`src/rtl/sfm_pkg.sv`:
```
// Shared softmax types: cast configuration bundle and
// the cast-output controller state encoding.
package sfm_pkg;

    typedef struct packed {
        logic       enable;
        logic       is_signed;
        logic [5:0] int_bits;
    } cast_ctrl_t;

    typedef enum logic [1:0] {
        IDLE,
        RUN,
        DRAIN,
        DONE
    } cast_out_ctrl_state_e;

endpackage

```
`src/rtl/sfm_cast_out_ctrl.sv`:
```
// Job controller and output packer for the softmax FP->int cast stage.
// Holds cast config per job, packs narrow results into full stream words.
module sfm_cast_out_ctrl
    import sfm_pkg::*;
#(
    parameter int unsigned DATA_WIDTH = 256,
    parameter int unsigned FP_WIDTH   = 16,
    parameter int unsigned INT_WIDTH  = 8,
    parameter int unsigned LEN_WIDTH  = 32
) (
    input  logic                    clk_i,
    input  logic                    rst_ni,
    input  logic                    clear_i,
    input  logic                    start_i,
    input  cast_ctrl_t              cfg_i,
    input  logic [LEN_WIDTH-1:0]    len_i,
    output cast_ctrl_t              ctrl_o,
    output logic                    busy_o,
    output logic                    done_o,
    input  logic                    cast_valid_i,
    input  logic [DATA_WIDTH-1:0]   cast_data_i,
    input  logic [DATA_WIDTH/8-1:0] cast_strb_i,
    output logic                    cast_ready_o,
    output logic                    stream_valid_o,
    output logic [DATA_WIDTH-1:0]   stream_data_o,
    output logic [DATA_WIDTH/8-1:0] stream_strb_o,
    input  logic                    stream_ready_i
);

    localparam int unsigned NUM_ROWS   = DATA_WIDTH / FP_WIDTH;
    localparam int unsigned NARROW_W   = NUM_ROWS * INT_WIDTH;
    localparam int unsigned NARROW_B   = NARROW_W / 8;
    localparam int unsigned STRB_W     = DATA_WIDTH / 8;
    localparam int unsigned PACK_RATIO = FP_WIDTH / INT_WIDTH;
    localparam int unsigned SLOT_W     = (PACK_RATIO > 1) ? $clog2(PACK_RATIO) : 1;

    cast_out_ctrl_state_e   state_q;
    cast_ctrl_t             ctrl_q;
    logic [LEN_WIDTH-1:0]   rem_q;
    logic [SLOT_W-1:0]      slot_q;
    logic [DATA_WIDTH-1:0]  pack_q;
    logic [STRB_W-1:0]      pstrb_q;
    logic [DATA_WIDTH-1:0]  out_q;
    logic [STRB_W-1:0]      ostrb_q;
    logic                   out_valid_q;

    logic                   last_beat;
    logic                   fills;
    logic                   completes;
    logic                   accept;
    logic [DATA_WIDTH-1:0]  word_d;
    logic [STRB_W-1:0]      wstrb_d;

    assign last_beat = (rem_q == LEN_WIDTH'(1));
    // With packing disabled every beat is a whole word on its own.
    assign fills     = !ctrl_q.enable || (slot_q == SLOT_W'(PACK_RATIO - 1));
    assign completes = last_beat || fills;

    assign cast_ready_o = (state_q == RUN) &&
                          (!completes || !out_valid_q || stream_ready_i);
    assign accept       = cast_valid_i && cast_ready_o;

    assign ctrl_o         = ctrl_q;
    assign busy_o         = (state_q != IDLE);
    assign done_o         = (state_q == DONE);
    assign stream_valid_o = out_valid_q;
    assign stream_data_o  = out_q;
    assign stream_strb_o  = ostrb_q;

    always_comb begin
        word_d  = pack_q;
        wstrb_d = pstrb_q;
        if (!ctrl_q.enable) begin
            word_d  = cast_data_i;
            wstrb_d = cast_strb_i;
        end else begin
            for (int s = 0; s < PACK_RATIO; s++) begin
                if (slot_q == SLOT_W'(s)) begin
                    word_d[s*NARROW_W +: NARROW_W]  = cast_data_i[NARROW_W-1:0];
                    wstrb_d[s*NARROW_B +: NARROW_B] = cast_strb_i[NARROW_B-1:0];
                end
            end
        end
    end

    always_ff @(posedge clk_i or negedge rst_ni) begin
        if (!rst_ni) begin
            state_q     <= IDLE;
            ctrl_q      <= '0;
            rem_q       <= '0;
            slot_q      <= '0;
            pack_q      <= '0;
            pstrb_q     <= '0;
            out_q       <= '0;
            ostrb_q     <= '0;
            out_valid_q <= 1'b0;
        end else if (clear_i) begin
            state_q     <= IDLE;
            ctrl_q      <= '0;
            rem_q       <= '0;
            slot_q      <= '0;
            pack_q      <= '0;
            pstrb_q     <= '0;
            out_valid_q <= 1'b0;
        end else begin
            if (out_valid_q && stream_ready_i) begin
                out_valid_q <= 1'b0;
            end
            unique case (state_q)
                IDLE: begin
                    if (start_i) begin
                        ctrl_q  <= cfg_i;
                        rem_q   <= len_i;
                        slot_q  <= '0;
                        pack_q  <= '0;
                        pstrb_q <= '0;
                        state_q <= (len_i == '0) ? DONE : RUN;
                    end
                end
                RUN: begin
                    if (accept) begin
                        rem_q <= rem_q - LEN_WIDTH'(1);
                        // A new word overrides the valid-clear above.
                        if (completes) begin
                            out_q       <= word_d;
                            ostrb_q     <= wstrb_d;
                            out_valid_q <= 1'b1;
                            slot_q      <= '0;
                            pack_q      <= '0;
                            pstrb_q     <= '0;
                        end else begin
                            slot_q  <= slot_q + SLOT_W'(1);
                            pack_q  <= word_d;
                            pstrb_q <= wstrb_d;
                        end
                        if (last_beat) begin
                            state_q <= DRAIN;
                        end
                    end
                end
                DRAIN: begin
                    if (!out_valid_q || stream_ready_i) begin
                        state_q <= DONE;
                    end
                end
                DONE: begin
                    state_q <= IDLE;
                end
                default: begin
                    state_q <= IDLE;
                end
            endcase
        end
    end

endmodule
```
`config.mk`:
```
export PLATFORM = sky130hd
export DESIGN_NAME = sfm_cast_out_ctrl
export DESIGN_NICKNAME = d
export VERILOG_FILES = /design/src/rtl/sfm_pkg.sv /design/src/rtl/sfm_cast_out_ctrl.sv
export SDC_FILE = /design/constraint.sdc
export NUM_CORES = 1
export LEC_CHECK = 0
export ABC_CLOCK_PERIOD_IN_PS = 3850
export CAP_MARGIN = 20
export CORE_MARGIN = 8
export CORE_UTILIZATION = 50
export DETAILED_ROUTE_END_ITERATION = 12
export PLACE_DENSITY_LB_ADDON = 0.05
export REMOVE_ABC_BUFFERS = 1
export SYNTH_ARGS = -nofsm -noshare
export SYNTH_HDL_FRONTEND = slang
export SYNTH_SLANG_ARGS = --single-unit
```
`constraint.sdc`:
```
create_clock -name clk_i -period 3.85 [get_ports clk_i]
set_input_delay 0.77 -clock clk_i [delete_from_list [all_inputs] [get_ports clk_i]]
set_output_delay 0.77 -clock clk_i [all_outputs]
set_load 0.005 [all_outputs]
```
==> results of run 1 <==
routing by layer:
layer,up-vias,GRT usage,wire length [um]
met4,16,0.128,4030
met3,206,0.0709,7050
li1,10600,-,-
met1,11300,0.363,36300
met5,-,0,99
met2,859,0.475,45000
state kept, by name, indices dropped and copies added (netlist names), 2 cells and up:
signal / count
ctrl_o: 8
pack_q: 256
pstrb_q: 32
rem_q: 32
state_q: 2
stream_data_o: 256
stream_strb_o: 32
timing repair:
action	CTS	global route
hold endpoints to repair	0	0
endpoints found under the setup margin	0	1
resized for setup	0	1
hold buffers	0	0
logic make-up (layout without fill, tap and decap cells):
family,count (synthesis),after routing,synth area share
compound gates,852,852,0.178
fa+ha+maj,6,6,0.00274
buf+inv,222,821,0.0394
flops,620,620,0.567
mux,293,293,0.107
other cells,0,15,0
simple gates,709,709,0.105
layout by cell type (no fill, tap or decap), types with 3 or more instances in the layout:
| master | instances |
|---|---|
| dfrtp_1 | 618 |
| a22o_1 | 144 |
| clkdlybuf4s50_1 | 632 |
| and3_1 | 16 |
| a31oi_1 | 4 |
| buf_4 | 36 |
| inv_1 | 9 |
| clkinv_2 | 9 |
| nand2_1 | 601 |
| nor4_1 | 17 |
| a21oi_1 | 52 |
| nor2b_1 | 5 |
| mux2i_1 | 291 |
| o21ai_1 | 230 |
| o21ai_0 | 409 |
| nor3_1 | 10 |
| nor2_1 | 27 |
| or4_1 | 5 |
| ha_1 | 6 |
| diode_2 | 15 |
| nand2b_1 | 4 |
| clkbuf_1 | 19 |
| nand4_1 | 3 |
| nand3_1 | 3 |
| clkbuf_8 | 17 |
| buf_12 | 24 |
| clkbuf_16 | 73 |
critical path, stage by stage (launching register included):
cell,delay (ns)
dfrtp_1,0.44
or4_4,0.56
or2_4,0.30
nor4_4,0.27
or2_2,0.21
a21oi_1,0.07
clkdlybuf4s50_1,0.51
through the flow:
stage	TNS, ns	std cells	util
after detailed placement	0	3878	0.636
after global placement	0	3878	0.636
final	0	4012	0.678
after global routing	0	4009	0.678
after floorplan	-5025.36	2489	-
after CTS	0	3997	0.677
worst min-delay path by stage:
stage                      startpoint            endpoint  slack (ns)  depth (start not counted)
after global routing           rst_ni  stream_data_o[217]        0.20                          1
final                          rst_ni  stream_data_o[217]        0.17                          1
after global placement    pack_q[243]         pack_q[243]        0.46                          2
after CTS                      rst_ni   stream_data_o[47]        0.19                          1
after floorplan           pack_q[128]         pack_q[128]        0.45                          2
after detailed placement  pack_q[226]         pack_q[226]        0.47                          2
power by group through the flow:
stage / clock network, W / logic, W / registers (W)
2_1_floorplan: 0 / 0.00299 / 0.00934
3_3_place_gp: 0 / 0.00769 / 0.00942
3_5_place_dp: 0 / 0.00783 / 0.00948
4_1_cts: 0.00651 / 0.00786 / 0.00938
5_1_grt: 0.00679 / 0.00852 / 0.00955
6_report: 0.00639 / 0.00780 / 0.00939
final cells by class:
cell class | count | area share
flip-flops and latches | 620 | 0.425
multi-input cells | 1860 | 0.296
repair buffers | 693 | 0.194
clock buffers | 109 | 0.0583
well taps | 696 | 0.0238
clock inverters | 10 | 0.00144
diodes | 15 | 0.00103
inverters | 9 | 0.000924
==> metrics, run 1 <==
status=complete, no violations; core footprint=53,900 um2; sequential share of power=0.398; highest clock rate=0.269 GHz; die area=62,500 um2; CTS tree=built; Synth top area share=0.567; CP startpoint=rem_q[4]; EDFF count, synth=0; drt pass-1 iters=5; RD Place Congestion=0.889; Tightest Hold Check Type=input pin to async pin; row cnt=85; Worst Setup Path Type=flop to output pin; reg-to-reg startpoint=state_q[1]; Starting Density=0.507; final hold violations=0; top cells by area in the synthesized netlist=dfrtp_1 (57%), mux2i_1 (11%), nand2_1 (8.3%); CTS Root Buffer Type=clkbuf_16; dominant synthesized flop cell=dfrtp_1; Sw Share=0.326; synthesis warning total=0; placed cell area=34,300 um2; setup slack, reg-to-reg=0.81 ns; total global-route track usage=0.290; post-synth top area cell=dfrtp_1; Final setup violation count=0; # fillers=4,173; global-route wire length before repair=142 mm; initial antenna violation count=22; initial detailed-routing violation count=1,728; RSZ-0062 raised after global routing=false; FF+latch area=15,500 um2; fin crit period=3.71 ns; die span in x=250 um; register area share after synthesis=0.567; Synth async-reset ratio=1.00; pre-CTS setup slack=0.563 ns; synthesis-stage register bit count=620; syn avg cell area=10.1 um2; Logic pwr share=0.331; Switching Power=0.00770 W; Synth-to-Final Area Change=33.6%; Int Pwr=0.0159 W; crit path to=cast_ready_o; Clock Skew=0.0157 ns; crit path DAT=2.94 ns; H-tree level count=3; Max Slew Vio Count=0; vias in the first global route=23,200; Wirelength per Cell=23.0 um; DRC errors left=0; Post-Synthesis Cells=2,702; Post-CTS Setup Inserts=0; share of layout cells above drive strength 1=0.0530; data required time of the worst path=3.08 ns; Worst-path clk slew=0.06 ns; Yosys cell types=49; final WL=92.4 mm; final net count=3,593; Final Instance Area=36,500 um2; largest net degree at the start of global routing=229; most frequent cell after synthesis=dfrtp_1; maxcap violations=0; DRT antenna net count=0; I/O pin count=634; fin crit share=0.964; Avg Vias per Cell=5.72; Worst Reg-to-Reg Cells=10; CTS Buf Count=69; # clock sinks=620; DR vias=22,900; Max IR drop VDD=0.459 mV; hold slack=0.171 ns; Syn Std Cell Area=27,400 um2; Final HPWL DP=63.7 mm; clk buf depth=3; top post-synthesis cells by count=dfrtp_1 (620), nand2_1 (602), o21ai_0 (409); Die Height=250 um; PnR worst setup slack=0.139 ns; gr ovfl total=0; clock network power share=0.271; crit-path max FO=7; area occupied by multi-input gates=10,800 um2; crit start category=flop; Slew Limit Headroom=0.257; port bufs=633; Worst Tran Pin Value=1.11 ns; Pwr Total=0.0236 W; Worst-Skew Late Latency=0.60 ns; Worst Setup End Kind=output pin; leak pwr=16.6 nW; PD cells=645 nW/um2; Reg-to-Reg End=pack_q[179]
Power figures use the tool's default switching activity.
==> run 2, diff against run 1 <==
- MAX_ROUTING_LAYER: not set -> met4
==> metrics, run 2 (synthesis gave the netlist of run 1 again) <==
most frequent cells in the layout=clkdlybuf4s50_1 (632), dfrtp_1 (618), nand2_1 (601), o21ai_0 (409), mux2i_1 (291); Inst Count DP=3,883; Worst Reg-to-Reg Cells=9; final WL=91.7 mm; Post-CTS Setup Inserts=0; die area=62,500 um2; Clock Skew=0.0148 ns; Max Slew Vio Count=0; Tightest Hold Check Type=input pin to async pin; Slew Limit Headroom=0.338; drt pass-1 iters=5; DRC errors left=0; Starting Density=0.507; clk buf depth=3; Post-CTS Hold Buffers=0; Final Instance Count excl. Fillers=4,028; # fillers=4,176; Synth-to-Final Area Change=34.0%; sequential share of power=0.396; Worst-Skew Late Latency=0.60 ns; die span in x=250 um; Sw Share=0.328; RSZ-0062 raised after global routing=false; fin crit share=0.950; CTS tree=built; Switching Power=0.00777 W; core footprint=53,900 um2; fin crit period=3.66 ns; Die Height=250 um; DRT antenna net count=0; leak pwr=16.7 nW; port bufs=633; CP startpoint=rem_q[6]; Final setup violation count=0; share of layout cells above drive strength 1=0.0583; reg-to-reg startpoint=state_q[1]; Final HPWL DP=63.7 mm; CTS Root Buffer Type=clkbuf_16; vias in the first global route=23,100; crit start category=flop; H-tree level count=3; maxcap violations=0; initial antenna violation count=21; status=complete, no violations; I/O pin count=634; Worst Setup Path Type=flop to output pin; most common cell after layout, fill and taps aside=clkdlybuf4s50_1; PD cells=647 nW/um2; RD Place Congestion=0.899; data required time of the worst path=3.08 ns; initial detailed-routing violation count=2,137; Worst Setup End Kind=output pin; crit path DAT=2.89 ns; crit-path max FO=7; post-route setup TNS=0 ns; Wirelength per Cell=22.8 um; CTS Buf Count=67; Worst Tran Pin Value=0.992 ns; total global-route track usage=0.295; clock network power share=0.275; final hold violations=0; post-CTS sizing=0; Int Pwr=0.0159 W; highest clock rate=0.274 GHz; global-route wire length before repair=141 mm; row cnt=85; Logic pwr share=0.329; Avg Vias per Cell=5.70; Max IR drop VDD=0.428 mV; gr ovfl total=0; DR vias=23,000; # clock sinks=620; largest net degree at the start of global routing=158; Worst-path clk slew=0.06 ns; final net count=3,596
## run 2: cell types whose count changed in the layout (fill, tap and decap cells not counted), sizes merged
| cell | change |
|---|---|
| buf | +5 |
| clkbuf | -14 |
| clkinv | +7 |
| clkinvlp | +2 |
| diode | +8 |
| inv | +5 |
| bufinv | +3 |
## run 2: final cells by class
cell class                 count  area, um2  area share
timing repair buffer         698       7130       0.195
clock buffer                  95       1980      0.0541
multi-input combinational   1860      10800       0.295
inverter                       9       33.8    0.000922
tap                          696        871      0.0238
clock inverter                27        251     0.00686
sequential                   620      15500       0.423
antenna                       23       57.6     0.00157
## run 2: final timing paths
kind	end	slack, ns
worst max-delay path	cast_ready_o	0.19
worst min-delay path	stream_data_o[182]	0.18
worst max register to register	pack_q[219]	0.91
worst min register to register	pack_q[254]	0.48
max in group asynchronous	pack_q[10]	2.50
min in group clk_i	pack_q[254]	0.48
## run 2: metrics by stage
step	total power (W)	utilization	worst slack (ns)	area, um2	hold slack, ns
after global placement	0.0171	0.637	0.678	34400	0.460
after detailed placement	0.0173	0.637	0.579	34400	0.469
after global routing	0.0249	0.680	0.0541	36600	0.220
after CTS	0.0239	0.679	0.0236	36600	0.230
after floorplan	0.0123	-	-8.80	26300	0.449
final	0.0237	0.680	0.194	36700	0.180
## run 2: routing by layer
layer	vias up	GRT usage	wire, um
met2	875	0.464	44800
met5	-	-	0
met4	0	0.124	3720
met3	191	0.0667	6470
li1	10600	-	-
met1	11300	0.367	36700
## run 2: critical path, stage by stage (launching register included)
cell and delay (ns):
dfrtp_1 0.42, or4_4 0.60, or2_4 0.30, nor4_4 0.19, or2_2 0.20, a21oi_1 0.07
clkdlybuf4s50_1 0.49
## run 2: power groups by stage
stage / sequential [W] / clock (W) / combinational, W
global route: 0.00953 / 0.00688 / 0.00853
floorplan: 0.00934 / 0 / 0.00299
global placement: 0.00942 / 0 / 0.00771
detailed placement: 0.00947 / 0 / 0.00785
CTS: 0.00938 / 0.00662 / 0.00787
finish: 0.00939 / 0.00651 / 0.00781
==> run 3, diff against run 2 <==
- RECOVER_POWER: not set -> 100
==> metrics, run 3 (synthesis gave the netlist of run 1 again) <==
pre-CTS setup slack=0.579 ns; CP max stage cell=or4_4; status=finished, violations left; Max IR drop VDD=0.417 mV; Starting Density=0.507; row cnt=85; fin crit period=3.68 ns; clock network power share=0.284; clk buf depth=3; largest net degree at the start of global routing=158; share of layout cells above drive strength 1=0.0529; Synth-to-Final Area Change=33.1%; Final Instance Count excl. Fillers=4,028; Final HPWL DP=63.7 mm; leak pwr=17.0 nW; CP Cell Sequence=or4_4 > or2_4 > nor4_4 > or2_2 > a21oi_1 > clkdlybuf4s50_1; Worst Setup End Kind=output pin; DRT antenna net count=0; Avg Vias per Cell=5.73; PD cells=629 nW/um2; most common cell after layout, fill and taps aside=o21ai_0; Switching Power=0.00763 W; DR vias=23,100; sequential share of power=0.407; initial detailed-routing violation count=1,944; global-route wire length before repair=141 mm; Post-CTS Setup Inserts=0; most frequent cells in the layout=o21ai_0 (624), dfrtp_1 (618), nand2_1 (601), clkdlybuf4s50_1 (333), dlygate4sd3_1 (299); H-tree level count=3; port bufs=633; crit start category=flop; Final setup violation count=0; final hold violations=0; die area=62,500 um2; CTS tree=built; Wirelength per Cell=22.8 um; data required time of the worst path=3.08 ns; CTS Buf Count=67; crit-path max FO=7; Clock Skew=0.0152 ns; DRC errors left=0; Slew Limit Headroom=-0.944; Die Height=250 um; failing checks=max-capacitance violations, max-slew violations; drt pass-1 iters=6; Logic pwr share=0.308; Worst Setup Path Type=flop to output pin; vias in the first global route=23,100; gr ovfl total=0; hold slack=0.470 ns; total global-route track usage=0.295; maxcap violations=1; final design utilization=0.676; die span in x=250 um; Worst Tran Pin Value=2.92 ns; CP Buf/Inv Count=1; Sw Share=0.333; PnR worst setup slack=0.171 ns; Worst-path clk slew=0.06 ns; crit path DAT=2.91 ns; # fillers=4,214; core footprint=53,900 um2; Worst-Skew Late Latency=0.60 ns; # clock sinks=620; CP top delay family=simple AND/OR/NAND/NOR gates; CTS Root Buffer Type=clkbuf_16; CP peak stage delay=0.60 ns; I/O pin count=634; Max Slew Vio Count=248; RD Place Congestion=0.899; initial antenna violation count=21; Inst Count DP=3,883; final WL=91.7 mm; final net count=3,596; highest clock rate=0.272 GHz; Int Pwr=0.0153 W; setup slack, reg-to-reg=0.24 ns; fin crit share=0.956; Tightest Hold Check Type=flop to flop; RSZ-0062 raised after global routing=false
==> run 3: cell types whose count changed in the layout (fill, tap and decap cells not counted), moves of 11 or more <==
cell             previous run  this run
clkdlybuf4s50_1           632       333
dlygate4sd3_1               0       299
o21ai_0                   409       624
o21ai_1                   230        15
buf_4                      41        16
clkbuf_1                    9        27
buf_12                     24        13
==> run 3: path summary, 6_finish.rpt <==
kind                                        start                end  depth (start not counted)
worst max-delay path                     rem_q[6]       cast_ready_o                          6
worst min-delay path            stream_data_o[34]  stream_data_o[34]                          2
worst max register to register           rem_q[6]         pack_q[27]                          8
worst min register to register  stream_data_o[34]  stream_data_o[34]                          2
max in group asynchronous                  rst_ni         pack_q[10]                          3
min in group asynchronous                  rst_ni  stream_data_o[76]                          1
==> run 3: tightest hold or removal path, cell delays in order (launching register included) <==
cell     delay (ns)
dfrtp_1        0.33
nand2_1        0.04
o21ai_0        0.06
==> run 3: layout make-up <==
| class | instances | area, um2 | area share |
|---|---|---|---|
| multi-input cells | 1860 | 10800 | 0.296 |
| clock inverters | 27 | 251 | 0.00690 |
| inverters | 9 | 33.8 | 0.000927 |
| clock buffers | 95 | 1980 | 0.0544 |
| diodes | 23 | 57.6 | 0.00158 |
| flip-flops and latches | 620 | 15500 | 0.426 |
| well taps | 696 | 871 | 0.0239 |
| repair buffers | 698 | 6910 | 0.190 |
==> run 3: metrics by stage <==
step                      total power, W  instance area [um2]  setup TNS [ns]
after floorplan                   0.0123                26300        -5025.36
after global placement            0.0171                34400               0
after detailed placement          0.0173                34400               0
after CTS                         0.0239                36600               0
after global routing              0.0241                36400               0
final                             0.0229                36400               0
==> run 3: power by group through the flow <==
stage,combinational (W),sequential (W),clock (W)
5_1_grt,0.00778,0.00947,0.00688
3_3_place_gp,0.00771,0.00942,0
3_5_place_dp,0.00785,0.00947,0
4_1_cts,0.00787,0.00938,0.00662
2_1_floorplan,0.00299,0.00934,0
6_report,0.00706,0.00932,0.00651
==> run 3: repair_timing <==
item / CTS / global route
hold buffers: 0 / 0
resized for setup: 0 / 1
setup endpoints to repair: 0 / 1
==> run 3: per-layer routing <==
layer / up-vias / part of all wire / global-route usage / routed length (um)
met5: - / 0 / - / 0
met4: 0 / 0.040 / 0.124 / 3640
met3: 184 / 0.068 / 0.0667 / 6200
met2: 832 / 0.49 / 0.464 / 45000
met1: 11500 / 0.40 / 0.367 / 36900
li1: 10600 / - / - / -
